===== src/rtl/play_core.sv =====
// play_core: streams one chunk of 16-bit samples from SRAM to the codec.
// Each word is read from SRAM and held in a buffer. It is handed to the codec
// on the next sample slot, and then the next word is fetched.
//
// Handshakes:
//   SRAM read: o_sram_rd is a level valid. It stays high with a stable
//   o_sram_addr until i_sram_ack returns the data. The ack may arrive in the
//   same cycle as the request. If an abort happens in that cycle, the ack is
//   ignored.
//   Codec: i_dac_req is a one-cycle request for a sample. A consumed request
//   is answered one cycle later by an o_dac_valid pulse, which lands in the
//   same cycle that o_dac_data changes.
module play_core #(
    parameter int unsigned CHUNK_WORDS = 23'h100000
) (
    input  logic        i_clk,
    input  logic        i_rst_n,
    input  logic        play_start,
    input  logic [22:0] play_addr,
    input  logic        play_speed,
    input  logic        play_pause,
    input  logic        play_stop,
    output logic        play_done,
    output logic [22:0] o_sram_addr,
    output logic        o_sram_rd,
    input  logic        i_sram_ack,
    input  logic [15:0] i_sram_data,
    input  logic        i_dac_req,
    output logic [15:0] o_dac_data,
    output logic        o_dac_valid,
    output logic        o_busy,
    output logic [2:0]  o_dbg_state
);

    typedef enum logic [2:0] {
        ST_IDLE     = 3'd0,
        ST_FETCH    = 3'd1,
        ST_HOLD     = 3'd2,
        ST_DONE     = 3'd3,
        ST_WAIT_REL = 3'd4
    } state_t;

    // The count is one bit wider than the address, so a whole chunk fits in it.
    // The sum gets one more bit, so the end-of-chunk compare cannot wrap.
    localparam logic [24:0] CHUNK_LIMIT = 25'(CHUNK_WORDS);

    state_t      state_q, state_d;
    logic [22:0] addr_q;
    logic [23:0] cnt_q;
    logic [1:0]  step_q;
    logic [15:0] sample_buf_q;
    logic [15:0] dac_data_q;
    logic        dac_valid_q;

    logic        do_start;
    logic        do_capture;
    logic        do_consume;
    logic        abort;
    logic [24:0] cnt_sum;

    assign abort   = play_stop || !play_start;
    assign cnt_sum = {1'b0, cnt_q} + 25'(step_q);

    // Next-state logic plus the datapath enables for each state.
    always_comb begin
        state_d    = state_q;
        do_start   = 1'b0;
        do_capture = 1'b0;
        do_consume = 1'b0;
        case (state_q)
            ST_IDLE: begin
                if (play_start) begin
                    do_start = 1'b1;
                    state_d  = ST_FETCH;
                end
            end
            ST_FETCH: begin
                // An abort takes priority, so an ack that arrives with it is dropped.
                if (abort) begin
                    state_d = ST_DONE;
                end else if (i_sram_ack) begin
                    do_capture = 1'b1;
                    state_d    = ST_HOLD;
                end
            end
            ST_HOLD: begin
                // Stop beats a sample request in the same cycle. Pause only holds off consumption.
                if (abort) begin
                    state_d = ST_DONE;
                end else if (i_dac_req && !play_pause) begin
                    do_consume = 1'b1;
                    state_d    = (cnt_sum >= CHUNK_LIMIT) ? ST_DONE : ST_FETCH;
                end
            end
            ST_DONE: begin
                state_d = ST_WAIT_REL;
            end
            ST_WAIT_REL: begin
                // Wait here until start is released, so a held start cannot begin a second run.
                if (!play_start) begin
                    state_d = ST_IDLE;
                end
            end
            default: begin
                state_d = ST_IDLE;
            end
        endcase
    end

    // State register.
    always_ff @(posedge i_clk or negedge i_rst_n) begin
        if (!i_rst_n) begin
            state_q <= ST_IDLE;
        end else begin
            state_q <= state_d;
        end
    end

    // Datapath: latch the start parameters, capture read data and emit samples.
    always_ff @(posedge i_clk or negedge i_rst_n) begin
        if (!i_rst_n) begin
            addr_q       <= 23'd0;
            cnt_q        <= 24'd0;
            step_q       <= 2'd1;
            sample_buf_q <= 16'd0;
            dac_data_q   <= 16'd0;
            dac_valid_q  <= 1'b0;
        end else begin
            dac_valid_q <= do_consume;
            if (do_start) begin
                addr_q <= play_addr;
                step_q <= play_speed ? 2'd2 : 2'd1;
                cnt_q  <= 24'd0;
            end
            if (do_capture) begin
                sample_buf_q <= i_sram_data;
            end
            if (do_consume) begin
                dac_data_q <= sample_buf_q;
                addr_q     <= addr_q + 23'(step_q);
                cnt_q      <= cnt_sum[23:0];
            end
        end
    end

    assign o_sram_rd   = (state_q == ST_FETCH);
    assign o_sram_addr = addr_q;
    assign play_done   = (state_q == ST_DONE);
    assign o_busy      = (state_q != ST_IDLE);
    assign o_dac_data  = dac_data_q;
    assign o_dac_valid = dac_valid_q;
    assign o_dbg_state = state_q;

endmodule


===== config.mk =====
export PLATFORM = sky130hd
export DESIGN_NAME = play_core
export DESIGN_NICKNAME = d
export VERILOG_FILES = /design/src/rtl/play_core.sv
export SDC_FILE = /design/constraint.sdc
export NUM_CORES = 1
export LEC_CHECK = 0
export CAP_MARGIN = 40
export CELL_PAD_IN_SITES_DETAIL_PLACEMENT = 0
export CELL_PAD_IN_SITES_GLOBAL_PLACEMENT = 1
export CORE_MARGIN = 10
export CORE_UTILIZATION = 39
export CTS_CLUSTER_SIZE = 30
export DETAILED_ROUTE_END_ITERATION = 7
export PLACE_DENSITY = 0.87
export SYNTH_ARGS = -nofsm -noshare
export SYNTH_HDL_FRONTEND = slang
export SYNTH_SLANG_ARGS = --single-unit

===== constraint.sdc =====
create_clock -name i_clk -period 3.1 [get_ports i_clk]
set_clock_uncertainty 0.05 [all_clocks]
set_input_delay 0.62 -clock i_clk [delete_from_list [all_inputs] [get_ports i_clk]]
set_output_delay 0.62 -clock i_clk [all_outputs]
set_load 0.01 [all_outputs]

Yosys cells after proc, flatten, opt, wreduce, memory -nomap -nowiden
Cells that the tools add are included.
- reductions and logical operators: 8
- $add $sub $neg: 2
- multiplexer cells: 21
- equal/unequal tests: 8
- order comparisons: 1
- operators with widths (kind ; count):
    $mux W24 ; 2
    $mux W23 ; 2
    $add A24 B2 Y25 ; 1
    $ge A25 B21 Y1 const B ; 1
    $add A23 B2 Y23 ; 1
    $mux W3 ; 6
    $pmux W3 S5 ; 1
    $mux W1 ; 8
    $eq A3 B2 Y1 const B ; 2
    $mux W2 ; 2
    $ne A2 B2 Y1 const B ; 2
    $reduce_and A4 Y1 ; 1
    $eq A3 B1 Y1 const B ; 1
    $eq A3 B3 Y1 const B ; 1
    $logic_not A3 Y1 ; 1
    $ne A3 B1 Y1 const B ; 1
    $ne A3 B3 Y1 const B ; 1
    $reduce_bool A3 Y1 ; 1
    $logic_not A1 Y1 ; 2
    $reduce_bool A2 Y1 ; 1
    $logic_and A1 B1 Y1 ; 1
    $logic_or A1 B1 Y1 ; 1
- logic and storage cells: 47
- register bits after elaboration: 85
- input bits: 47

Depth between registers and ports, before layout
Gate-level depths: netlist of run 1.
- word-level depth: 6
- gate-level depth with buffers: 9

Least setup slack after synthesis of run 1
Ideal clock, no wire load.
- kind: register to register
- start point: register step_q[0]
- end point: register addr_q[20] (netlist: o_sram_addr[20])
- arrival: 2.295 ns
- cell stages (with the launch flop): 10
- buffers on the path: 0
- path slack: 0.619 ns
- path through: dfstp_2 > ha_1 > inv_1 > fa_1 > nand4b_1 > nor2_1 > nand2_1 > or4_4 > o211ai_2 > o311ai_1
- longest elaborated chain between the ends: 2
- RTL lines (item ; RTL line ; RTL):
    from (decl) ; 50 ; logic [1:0] step_q;
    from (signal assigned) ; 132 ; step_q <= play_speed ? 2'd2 : 2'd1;
    $add A23 B2 Y23 ; 140 ; addr_q <= addr_q + 23'(step_q);
    $mux W23 ; 138 ; if (do_consume) begin
    to (signal assigned) ; 131 ; addr_q <= play_addr;
    to (signal assigned) ; 140 ;
    to (decl) ; 48 ; logic [22:0] addr_q;
Every way passes these cells.
A chain may end at the register's enable or synchronous reset.

Worst setup path in the final report of run 1
- start point: register step_q[0]
- end point: register addr_q[22] (netlist: o_sram_addr[22])
Same word-level chain as after synthesis.

==> results.toml, run 1 <==
[synthesis]
synthFlopType = "sky130_fd_sc_hd__dfrtp_1"
synthesis_warning_total = 0
synthesis.area_per_instance_um2 = 9.68
synth_edf_count = 0
postSynthCellCount = 435
synth_area_um2 = 4210
synth_fp_nets = 488
synth-async-reset-ratio = 1.00
synth_top_area_frac = 0.499
synth.ff_latch_count = 85
netlist_top_cells_area = "sky130_fd_sc_hd__dfrtp_1, sky130_fd_sc_hd__nand2_1, sky130_fd_sc_hd__mux2_2"
synth_top_area_cell = "sky130_fd_sc_hd__dfrtp_1"
synthDistinctLibCells = 54
synth.yosys.seq_area_share = 0.505

[clock_tree]
cts.root.buffer_cell = "sky130_fd_sc_hd__clkbuf_8"
sink_count = 85
worst_skew_pair.late_latency_ns = 0.35
cts_hold_buffers_added = 0
cts_post_setup_buffers_inserted = 0
path_clk_slew_ns = 0.10
clock_tree.htree_level_count = 3
cts_buffers = 9
post_cts_resize_count = 0
cts.path.max_buffers = 2
tritoncts = "yes"

[setup_path]
crit_arrival_ns = 3.01
crit_required_ns = 3.33
startpoint_type = "register"
critPathMaxFanout = 4
rr_worst_depth = 9
crit_path_end_kind = "register"
reg2reg_setup_slack_ns = 0.32
r2r-start = "step_q[0]$_DFFE_PN1P_"
worst-setup-path-type = "reg2reg"
crit-reg2reg-capture = "o_sram_addr[22]$_DFFE_PN0P_"

[hold_path]
hold_path_class = "in2async"

[finish]
areaGrowthSynthToFinish_pct = 30.0
final_util = 0.526
filler_cell_count = 968
multi_input_area_um2 = 1940
post_route_cells_drive_above_1_share = 0.104
antenna_cells = 0
sequential_cell_area_um2 = 2130
finish.net_count = 576
post_layout_nonfiller_instances = 664

[power_and_ir_drop]
power.ir.vdd_worst_uv = 319
power_w = 0.00425
cellPowerDensity_nw_per_um2 = 775
p_leak_nw = 2.31

[timing]
final_setup_margin_ns = 0.318
setup_viol_count_final = 0
achievable-frequency_mhz = 359
hold_violations = 0
drv_slew = 0
slew-limit-headroom = 0.522
min_period_ns = 2.78
summed_negative_setup_slack_over_all_endpoints_ns = 0
post-route-period-util = 0.897
worst_pin_slew_ns = 0.714
unrepaired_setup_endpoints_after_global_routing = "false"

[global_routing]
grt_use_met1 = 0.175
grt_usage = 0.139
number_of_global_route_vias_before_repair = 3535
grt_antenna_before_repair = 0
grt-busiest-layer = "met2"
overflow = 0
grt_pass1_wl_mm = 17.4
gr-usage-met3 = 0.0290
grt_start_max_net_pins = 57
use_met2 = 0.229

[drt]
drc_errors = 0
dr.pass1.iters = 7
final_antenna_net_count = 0
initialDrtViolationCount = 192
avgRoutedWirePerCell_um = 16.1
total_wire_length_after_detailed_routing_mm = 10.7
routed_via_density = 5.39
via_count = 3581

[flow_run]
drv.max_cap_violation_count = 0

[floorplanning]
floorplan.initialDensity = 0.404
fp.coreArea_um2 = 10400
chipWidth_um = 124
top_level_ports = 93
total_die_area_um2 = 15400
die_y_um = 124
num_rows = 37

[place]
hpwl_after_detailed_placement_mm = 7.91
port_buffers = 92
placed_cells = 648
dp_slack_ns = 0.283
globalplace.congestion = 0.814

[run_status]
result_of_the_run = "complete, no violations"
-- layout make-up --
| type | count | share of cell area |
|---|---|---|
| clock buffers | 10 | 0.0251 |
| clock inverters | 6 | 0.0137 |
| inverters | 9 | 0.00617 |
| multi-input cells | 319 | 0.354 |
| flip-flops and latches | 85 | 0.389 |
| well taps | 136 | 0.0311 |
| repair buffers | 99 | 0.181 |
-- logic make-up after synthesis --
family | after synthesis | share of synthesized area
fa+ha+maj | 6 | 0.0214
buf+inv | 31 | 0.0339
xor+xnor | 2 | 0.00416
simple gates | 205 | 0.241
mux | 24 | 0.0624
compound gates | 82 | 0.132
flops | 85 | 0.505
-- per-layer routing --
layer / wire length (µm) / part of all wire
met4: 144 / 0.013
met1: 4710 / 0.44
met5: 0 / 0
met3: 673 / 0.063
met2: 5180 / 0.48
-- worst max-delay path by stage --
| stage | startpoint | end | slack (ns) |
|---|---|---|---|
| after floorplan | step_q[0]$_DFFE_PN1P_ | o_sram_addr[20]$_DFFE_PN0P_ | 0.62 |
| after global placement | play_start | o_sram_addr[17]$_DFFE_PN0P_ | 0.32 |
| after detailed placement | play_start | o_sram_addr[17]$_DFFE_PN0P_ | 0.28 |
| after CTS | step_q[0]$_DFFE_PN1P_ | o_sram_addr[22]$_DFFE_PN0P_ | 0.34 |
| after global routing | step_q[0]$_DFFE_PN1P_ | o_sram_addr[22]$_DFFE_PN0P_ | 0.20 |
| final | step_q[0]$_DFFE_PN1P_ | o_sram_addr[22]$_DFFE_PN0P_ | 0.32 |
-- state kept, by name, indices dropped and copies added (netlist names) --
signal and count:
step_q 2, o_dac_data 16, o_dbg_state 3, o_dac_valid 1, o_sram_addr 23, sample_buf_q 16, cnt_q 24
-- layout by cell type (no fill, tap or decap), types with 2 or more instances in the layout --
master / netlist / final
sky130_fd_sc_hd__nand2_1: 102 / 102
sky130_fd_sc_hd__clkdlybuf4s50_1: 0 / 91
sky130_fd_sc_hd__dfrtp_1: 84 / 84
sky130_fd_sc_hd__o21ai_0: 28 / 28
sky130_fd_sc_hd__nand3_1: 27 / 27
sky130_fd_sc_hd__nor2_1: 18 / 18
sky130_fd_sc_hd__mux2_2: 17 / 17
sky130_fd_sc_hd__o211ai_1: 15 / 15
sky130_fd_sc_hd__clkbuf_8: 0 / 10
sky130_fd_sc_hd__and3_1: 9 / 9
sky130_fd_sc_hd__inv_1: 8 / 8
sky130_fd_sc_hd__nand4_1: 8 / 8
sky130_fd_sc_hd__nor3_1: 7 / 7
sky130_fd_sc_hd__o31ai_1: 7 / 7
sky130_fd_sc_hd__buf_4: 3 / 7
sky130_fd_sc_hd__a221o_1: 6 / 6
sky130_fd_sc_hd__mux2i_1: 6 / 6
sky130_fd_sc_hd__nor3b_1: 5 / 5
sky130_fd_sc_hd__and4_1: 4 / 4
sky130_fd_sc_hd__a31oi_1: 4 / 4
sky130_fd_sc_hd__a21oi_1: 4 / 4
sky130_fd_sc_hd__nand2b_1: 4 / 4
sky130_fd_sc_hd__ha_1: 4 / 4
sky130_fd_sc_hd__nand3_2: 3 / 3
sky130_fd_sc_hd__o311ai_1: 3 / 3
sky130_fd_sc_hd__and2_1: 2 / 2
sky130_fd_sc_hd__nand2_2: 2 / 2
sky130_fd_sc_hd__a32oi_1: 2 / 2
sky130_fd_sc_hd__o311ai_0: 2 / 2
sky130_fd_sc_hd__a22oi_1: 2 / 2
sky130_fd_sc_hd__or3_1: 2 / 2
sky130_fd_sc_hd__or2_1: 2 / 2
sky130_fd_sc_hd__a22o_1: 2 / 2
sky130_fd_sc_hd__o22ai_1: 2 / 2
sky130_fd_sc_hd__or4_4: 2 / 2
sky130_fd_sc_hd__fa_1: 2 / 2
sky130_fd_sc_hd__inv_6: 0 / 2
-- worst max-delay path: stages (launching register included) --
cell	delay, ns
sky130_fd_sc_hd__dfstp_2	0.56
sky130_fd_sc_hd__ha_1	0.16
sky130_fd_sc_hd__inv_1	0.05
sky130_fd_sc_hd__fa_1	0.43
sky130_fd_sc_hd__nand4b_1	0.29
sky130_fd_sc_hd__nor4_2	0.40
sky130_fd_sc_hd__and3_1	0.24
sky130_fd_sc_hd__nand4_1	0.13
sky130_fd_sc_hd__or3_1	0.32
sky130_fd_sc_hd__nand3_1	0.08
-- synth_stat cells (all sizes together) (4+ instances only) --
library cell and instances:
nand2 104, nor2 18, clkbuf 7, a221o 6, nand3 30, inv 9, buf 15, and3 9
nand4 8, dfrtp 84, ha 4, nand2b 4, nor3b 6, o311ai 5, a21oi 4, nor3 9
o211ai 16, mux2i 6, and4 4, o31ai 7, a31oi 4, o21ai 29, mux2 18
-- power by group --
part	total, W	switching [W]	internal (W)
combinational	0.00156	0.000704	0.000860
sequential	0.00184	0.000374	0.00147
clock	0.000840	0.000432	0.000408
total	0.00425	0.00151	0.00274
-- stage by stage --
stage | area (µm²) | hold slack (ns)
2_1_floorplan | 4210 | 0.274
3_3_place_gp | 5240 | 0.392
3_5_place_dp | 5270 | 0.407
4_1_cts | 5480 | 0.149
5_1_grt | 5480 | 0.149
6_report | 5480 | 0.141
Note: power is estimated with default switching activity, not from simulation.
==> run 2: changes to the inputs <==
==> constraint.sdc (replaced) <==
create_clock -name i_clk -period 3.14 [get_ports i_clk]
set_clock_uncertainty 0.05 [all_clocks]
set_input_delay 0.628 -clock i_clk [delete_from_list [all_inputs] [get_ports i_clk]]
set_output_delay 0.628 -clock i_clk [all_outputs]
set_load 0.01 [all_outputs]
==> run 2 against run 1 <==
  * Register-to-register slack gained 0.08 ns
  * Count of clock-buffer cells in the layout is the same
  * Clock power shrank 3.9%
  * Critical path type unchanged
  * Largest power group unchanged
==> results.toml, run 2 (same netlist as run 1, synthesis figures left out) <==
[run_status]
result_of_the_run = "complete, no violations"

[drt]
drc_errors = 0
total_wire_length_after_detailed_routing_mm = 10.8
routed_via_density = 5.34
via_count = 3543
initialDrtViolationCount = 229
final_antenna_net_count = 0
dr.pass1.iters = 5
avgRoutedWirePerCell_um = 16.2

[setup_path]
crit_required_ns = 3.38
critPathMaxStageDelay_ns = 0.56
rr_worst_depth = 9
path_cells = "ha_1 > inv_1 > fa_1 > nand4b_1 > nor4_2 > and3_1 > nand4_1 > or3_1 > nand3_1"
timing.critical_path.slowest_stage_cell = "sky130_fd_sc_hd__dfstp_2"
startpoint_type = "register"
crit_path_end_kind = "register"
critPathMaxFanout = 4
worst-setup-path-type = "reg2reg"
crit_arrival_ns = 2.98

[floorplanning]
num_rows = 37
total_die_area_um2 = 15400
top_level_ports = 93
floorplan.initialDensity = 0.404
fp.coreArea_um2 = 10400
chipWidth_um = 124
die_y_um = 124

[finish]
post_route_cells_drive_above_1_share = 0.104
most-common-layout-cells = "sky130_fd_sc_hd__nand2_1, sky130_fd_sc_hd__clkdlybuf4s50_1, sky130_fd_sc_hd__dfrtp_1"
multi_input_area_um2 = 1940
areaGrowthSynthToFinish_pct = 29.7
sequential_cell_area_um2 = 2130
antenna_cells = 0
mostFrequentLayoutCell = "sky130_fd_sc_hd__nand2_1"
finish.net_count = 576
largest_register = "cnt_q"
largest_register_ffs = 24
filler_cell_count = 927

[hold_path]
hold_path_class = "in2async"

[clock_tree]
sink_count = 85
path_clk_slew_ns = 0.09
tritoncts = "yes"
cts.path.max_buffers = 2
cts_buffers = 9
worst_skew_pair.late_latency_ns = 0.35
clock_tree.htree_level_count = 3
post_cts_resize_count = 0
cts.root.buffer_cell = "sky130_fd_sc_hd__clkbuf_8"
cts_post_setup_buffers_inserted = 0
cts_hold_buffers_added = 0

[global_routing]
overflow = 0
grt_start_max_net_pins = 48
grt_usage = 0.141
number_of_global_route_vias_before_repair = 3583
grt_pass1_wl_mm = 17.6
grt_antenna_before_repair = 0

[timing]
slew-limit-headroom = 0.513
achievable-frequency_mhz = 364
drv_slew = 0
unrepaired_setup_endpoints_after_global_routing = "false"
hold_violations = 0
min_period_ns = 2.74
post-route-period-util = 0.874
summed_negative_setup_slack_over_all_endpoints_ns = 0
final_setup_margin_ns = 0.396
hold_slack_ns = 0.182
worst_pin_slew_ns = 0.728
setup_viol_count_final = 0

[place]
dp_slack_ns = 0.313
port_buffers = 92
globalplace.congestion = 0.804
hpwl_after_detailed_placement_mm = 7.93

[power_and_ir_drop]
cellPowerDensity_nw_per_um2 = 763
power.ir.vdd_worst_uv = 367
p_leak_nw = 2.31

[flow_run]
drv.max_cap_violation_count = 0
run 2: cell types whose count changed in the layout (fill, tap and decap cells not counted):
cell	change
sky130_fd_sc_hd__buf_12	+1
sky130_fd_sc_hd__buf_16	-1
sky130_fd_sc_hd__clkinv_2	+1
sky130_fd_sc_hd__inv_8	-1
run 2: critical path: cells and delay by family, from the launching register on:
| kind | cells | cell delay, ns |
|---|---|---|
| buf+inv | 1 | 0.06 |
| flops | 1 | 0.56 |
| simple gates | 6 | 1.39 |
| fa+ha+maj | 2 | 0.62 |
run 2: metrics by stage:
stage	cells	power (W)	utilization	area, µm²
5_1_grt	664	0.00447	0.525	5460
2_1_floorplan	435	0.00257	-	4210
4_1_cts	664	0.00423	0.525	5460
6_report	664	0.00417	0.525	5460
3_3_place_gp	648	0.00335	0.505	5260
3_5_place_dp	648	0.00341	0.505	5260
run 2: layout make-up:
cell class              count  area share
clock inverters             6      0.0126
inverters                   9     0.00618
flip-flops and latches     85       0.390
repair buffers             99       0.180
clock buffers              10      0.0252
multi-input cells         319       0.355
well taps                 136      0.0311
run 2: layer usage:
metal | vias up | share of wire | track usage
met2 | 86 | 0.48 | 0.240
met5 | - | 0 | 0
li1 | 1733 | - | -
met4 | 0 | 0.0084 | 0.0381
met1 | 1715 | 0.44 | 0.174
met3 | 9 | 0.071 | 0.0380
run 2: final timing paths:
| check | from | slack (ns) | end |
|---|---|---|---|
| max reg2reg | step_q[0]$_DFFE_PN1P_ | 0.40 | o_sram_addr[22]$_DFFE_PN0P_ |
| min | i_rst_n | 0.18 | o_sram_addr[17]$_DFFE_PN0P_ |
| max in group asynchronous | i_rst_n | 2.17 | step_q[0]$_DFFE_PN1P_ |
| min reg2reg | cnt_q[11]$_DFFE_PN0P_ | 0.42 | cnt_q[11]$_DFFE_PN0P_ |
| min in group i_clk | cnt_q[11]$_DFFE_PN0P_ | 0.42 | cnt_q[11]$_DFFE_PN0P_ |
| max | step_q[0]$_DFFE_PN1P_ | 0.40 | o_sram_addr[22]$_DFFE_PN0P_ |
run 2: report_power, final:
part / switching [W] / internal, W
sequential: 0.000362 / 0.00145
clock: 0.000412 / 0.000395
combinational: 0.000699 / 0.000848
total: 0.00147 / 0.00269
==> run 3: changes to the inputs <==
--- a/config.mk
+++ b/config.mk
@@ -6,7 +6,7 @@
 export NUM_CORES = 1
 export LEC_CHECK = 0
 export CAP_MARGIN = 40
-export CELL_PAD_IN_SITES_DETAIL_PLACEMENT = 0
+export CELL_PAD_IN_SITES_DETAIL_PLACEMENT = 1
 export CELL_PAD_IN_SITES_GLOBAL_PLACEMENT = 1
 export CORE_MARGIN = 10
 export CORE_UTILIZATION = 39
==> run 3 against run 2 <==
  * Setup slack got worse by 0.031 ns
  * Wire length increased by 14%
  * Critical path type unchanged
  * Critical path depth unchanged
  * Via count increased by 4.7%
  * Largest cell class unchanged
  * Sequential share of layout area about the same
  * Total power increased by 1.6%
==> results.toml, run 3 (same netlist as run 1, synthesis figures left out) <==
[timing]
drv_slew = 0
unrepaired_setup_endpoints_after_global_routing = "false"
summed_negative_setup_slack_over_all_endpoints_ns = 0
hold_slack_ns = 0.193
achievable-frequency_mhz = 360
slew-limit-headroom = 0.524
post-route-period-util = 0.884
hold_violations = 0
worst_pin_slew_ns = 0.712
min_period_ns = 2.78
setup_viol_count_final = 0

[finish]
final_instance_area_um2 = 5460
final_util = 0.524
areaGrowthSynthToFinish_pct = 29.6
antenna_cells = 0
mostFrequentLayoutCell = "sky130_fd_sc_hd__nand2_1"
most-common-layout-cells = "sky130_fd_sc_hd__nand2_1, sky130_fd_sc_hd__clkdlybuf4s50_1, sky130_fd_sc_hd__dfrtp_1"
largest_register = "cnt_q"
post_route_cells_drive_above_1_share = 0.104
finish.net_count = 576
largest_register_ffs = 24

[drt]
initialDrtViolationCount = 282
routed_via_density = 5.59
drc_errors = 0
avgRoutedWirePerCell_um = 18.5
dr.pass1.iters = 4
total_wire_length_after_detailed_routing_mm = 12.3
final_antenna_net_count = 0
via_count = 3710

[setup_path]
startpoint_type = "register"
crit_arrival_ns = 3.02
r2r-start = "step_q[0]$_DFFE_PN1P_"
crit_path_end_kind = "register"
critPathLaunch = "step_q[0]$_DFFE_PN1P_"
crit_required_ns = 3.38
critPathMaxFanout = 4
worst-setup-path-type = "reg2reg"

[global_routing]
grt_antenna_before_repair = 0
overflow = 0
grt_usage = 0.162
number_of_global_route_vias_before_repair = 3982
grt_pass1_wl_mm = 20.2
grt_start_max_net_pins = 48

[floorplanning]
chipWidth_um = 124
top_level_ports = 93
fp.coreArea_um2 = 10400
num_rows = 37
die_y_um = 124
total_die_area_um2 = 15400
floorplan.initialDensity = 0.404

[clock_tree]
clock_tree.htree_level_count = 3
post_cts_resize_count = 0
cts.path.max_buffers = 2
sink_count = 85
cts.root.buffer_cell = "sky130_fd_sc_hd__clkbuf_8"
cts_buffers = 9
worst_skew_pair.late_latency_ns = 0.36
cts_hold_buffers_added = 0
tritoncts = "yes"
path_clk_slew_ns = 0.10
cts_post_setup_buffers_inserted = 0

[run_status]
result_of_the_run = "complete, no violations"

[hold_path]
hold_path_class = "in2async"

[power_and_ir_drop]
p_leak_nw = 2.31
power.ir.vdd_worst_uv = 316
cellPowerDensity_nw_per_um2 = 775

[place]
post_dp_cell_area_um2 = 5260
port_buffers = 92
globalplace.congestion = 0.804
hpwl_after_detailed_placement_mm = 9.11

[flow_run]
drv.max_cap_violation_count = 0
run 3: worst paths after layout:
kind / slack, ns / depth (start not counted) / endpoint
worst max-delay path: 0.36 / 9 / o_sram_addr[22]$_DFFE_PN0P_
worst min-delay path: 0.19 / 1 / o_sram_addr[19]$_DFFE_PN0P_
worst max register to register: 0.36 / 9 / o_sram_addr[22]$_DFFE_PN0P_
worst min register to register: 0.42 / 2 / o_dac_data[14]$_DFFE_PN0P_
max in group asynchronous: 2.15 / 2 / step_q[0]$_DFFE_PN1P_
min in group i_clk: 0.42 / 2 / o_dac_data[14]$_DFFE_PN0P_
run 3: through the flow:
stage | cells | setup WS, ns | total power, W
6_report | 664 | 0.364 | 0.00423
5_1_grt | 664 | 0.0997 | 0.00452
3_3_place_gp | 648 | 0.375 | 0.00335
3_5_place_dp | 648 | 0.238 | 0.00347
2_1_floorplan | 435 | 0.659 | 0.00257
4_1_cts | 664 | 0.362 | 0.00428
run 3: cell type report:
type / count / area (µm²)
Tap cell: 136 / 170
Clock inverter: 7 / 80.1
Inverter: 9 / 33.8
Fill cell: 1187 / 4950
Multi-Input combinational cell: 319 / 1940
Clock buffer: 9 / 124
Sequential cell: 85 / 2130
Timing Repair Buffer: 99 / 983
run 3: worst max-delay path: stages, from the launching register on:
cell                       delay, ns
sky130_fd_sc_hd__dfstp_2        0.56
sky130_fd_sc_hd__ha_1           0.17
sky130_fd_sc_hd__inv_1          0.06
sky130_fd_sc_hd__fa_1           0.43
sky130_fd_sc_hd__nand4b_1       0.28
sky130_fd_sc_hd__nor4_2         0.37
sky130_fd_sc_hd__and3_1         0.23
sky130_fd_sc_hd__nand4_1        0.13
sky130_fd_sc_hd__or3_1          0.33
sky130_fd_sc_hd__nand3_1        0.09
run 3: per-layer routing:
| layer | up-vias | GRT usage | wire length, µm |
|---|---|---|---|
| met5 | - | 0 | 0 |
| met4 | 0 | 0.0453 | 148 |
| met3 | 14 | 0.0312 | 676 |
| met2 | 81 | 0.295 | 6260 |
| met1 | 1885 | 0.190 | 5180 |
| li1 | 1730 | - | - |
run 3: report_power, final:
group	switching, W	internal, W	total [W]
combinational	0.000739	0.000851	0.00159
clock	0.000424	0.000379	0.000803
sequential	0.000393	0.00145	0.00184
==> RTL change: new RTL, config.mk and constraints of run 2 <==
Make the reset (`i_rst_n`) synchronous in 2 clocked blocks.
--- a/src/rtl/play_core.sv
+++ b/src/rtl/play_core.sv
@@ -109,5 +109,5 @@
 
     // State register.
-    always_ff @(posedge i_clk or negedge i_rst_n) begin
+    always_ff @(posedge i_clk) begin
         if (!i_rst_n) begin
             state_q <= ST_IDLE;
@@ -118,5 +118,5 @@
 
     // Datapath: latch the start parameters, capture read data and emit samples.
-    always_ff @(posedge i_clk or negedge i_rst_n) begin
+    always_ff @(posedge i_clk) begin
         if (!i_rst_n) begin
             addr_q       <= 23'd0;
Check against the original RTL: differs if i_rst_n is asserted again (counterexample within 4 cycles, from zero or initial values and one cycle with i_rst_n low); with i_rst_n held inactive, the same outputs for 10 cycles.
==> RTL change against run 2 <==
Area after synthesis up 0.21%. Via count grew 16%. Wire length up 14%. Design area shrank 0.34%. Die area up 0.18%. Final cell count increased by 13%. Sequential cell count unchanged. Sequential share of layout area shrank 7.7 points. Setup slack better by 170 ps.
Power is not compared: it rests on default switching activity, and its combinational part moved more than twofold at a synthesized area within 25%.
==> RTL change: results (changes against run 2) <==
Worst setup path
  • CP max stage delay: 640 ps (+80 ps)
  • Critical Path AT: 1900 ps (-1080 ps)
  • Slowest cell on crit path: clkdlybuf4s50_1
  • Largest delay contributor family on the critical path: buffers and inverters
  • Crit-path max FO: 12 (+8)

Finish
  • Share of cells above drive strength 1: 0.0848 (-0.0193)
  • Max reg flops: 24 (unchanged)
  • Final net count: 661 (+15%)
  • Number of fill cells: 1,046 (+13%)

Pwr
  • Maximum vdd drop: 0.193 mV
  • Leak: 1.86 nW

Synthesis
  • Largest cells by area after synthesis: dfxtp_1, nand2_1, a21oi_1
  • Seq/Total Area, Yosys: 0.403 (-0.102)
  • Yosys warning total: 0 (unchanged)
  • Synth cell count leaders: nand2_1, dfxtp_1, a21oi_1
  • Unique masters post-synth: 62 (+15%)
  • Ys async rst share: 0 (-1.00)
  • Syn_nets: 579 (+19%)

Global route
  • GRT Total Usage: 0.159 (+0.0177)
  • Initial antenna violation count: 0 (unchanged)
  • Largest net degree at the start of global routing: 34 (-29%)
  • First-pass GRT wire length: 19,900 um (+13%)
  • Vias in the first global route: 3,983 (+11%)

Worst hold path
  • Min-delay worst type: reg2reg

Placement
  • Placement Cell Area: 5270 um^2 (+0.19%)
  • Post-DP HPWL: 8760 um (+10%)
  • Port bufs: 92 (unchanged)
  • RePlAce Congestion: 0.815 (+1.3%)

CTS
  • Clk slew on worst S/H paths: 80 ps
  • Clk_lat worst skew: 360 ps
  • CTS Buf Count: 9 (unchanged)
  • Postcts setup bufs: 0 (unchanged)
  • Clk buf depth: 2 (unchanged)

Status
  • Status: finished clean

Detailed routing
  • Drt initial violations: 294 (+28%)
  • Final WL: 12,200 um (+14%)
  • Routed vias: 4,124 (+16%)

STA
  • Slew HR: 0.586 (+0.0736)
  • Fin. max-slew vios: 0 (unchanged)
[RTL change: per-stage QoR]
| stage | power (mW) | setup slack, ps | hold WS (ps) | util | cells |
|---|---|---|---|---|---|
| 6_report | 2.18 | 562 | 405 | 0.523 | 749 |
| 5_1_grt | 2.29 | 371 | 423 | 0.523 | 749 |
| 4_1_cts | 2.22 | 536 | 410 | 0.523 | 749 |
| 3_5_place_dp | 1.50 | 202 | 395 | 0.506 | 733 |
| 3_3_place_gp | 1.50 | 315 | 390 | 0.506 | 733 |
| 2_1_floorplan | 1.32 | 761 | 387 | - | 526 |
[RTL change: final cells by class]
cell class | instances | area share
timing repair buffer | 105 | 0.187
inverter | 9 | 0.00620
clock buffer | 11 | 0.0260
multi-input combinational | 398 | 0.430
tap | 136 | 0.0312
sequential | 85 | 0.312
clock inverter | 5 | 0.00666
[RTL change: worst register-to-register path, delay by kind of cell, from the launching register on]
kind / cells / cell delay (ps)
compound gates: 1 / 150
flops: 1 / 370
fa+ha+maj: 2 / 590
simple gates: 4 / 1150
buf+inv: 1 / 60
[RTL change: per-layer routing]
metal	vias to the layer above	global-route usage	share of wire
met5	-	0	0
met4	0	0.0604	0.0074
met3	8	0.0629	0.097
met2	108	0.244	0.45
met1	1948	0.197	0.45
li1	2060	-	-
[RTL change: path summary, 6_finish.rpt]
kind | start | end | slack (ps) | cells after the start
worst min-delay path | o_dac_data[1] | o_dac_data[1] | 410 | 2
worst max-delay path | o_dbg_state[0] | o_sram_rd | 560 | 2
worst min register to register | o_dac_data[1] | o_dac_data[1] | 410 | 2
worst max register to register | step_q[0] | o_sram_addr[16] | 720 | 8
[RTL change: logic make-up after synthesis]
kind of cell	Yosys count	share of synthesized area
flip-flops	85	0.403
buffers and inverters	43	0.0433
AO/OA/AOI/OAI	139	0.208
adder cells (fa/ha/maj)	6	0.0213
multiplexers	8	0.0207
AND/OR/NAND/NOR	245	0.303
[RTL change: where the power goes]
part	internal (mW)	leakage (nW)	switching [mW]
Sequential	1.11	0.689	0.0449
Combinational	0.169	1.08	0.153
Clock	0.311	0.0933	0.397
Total	1.59	1.86	0.595
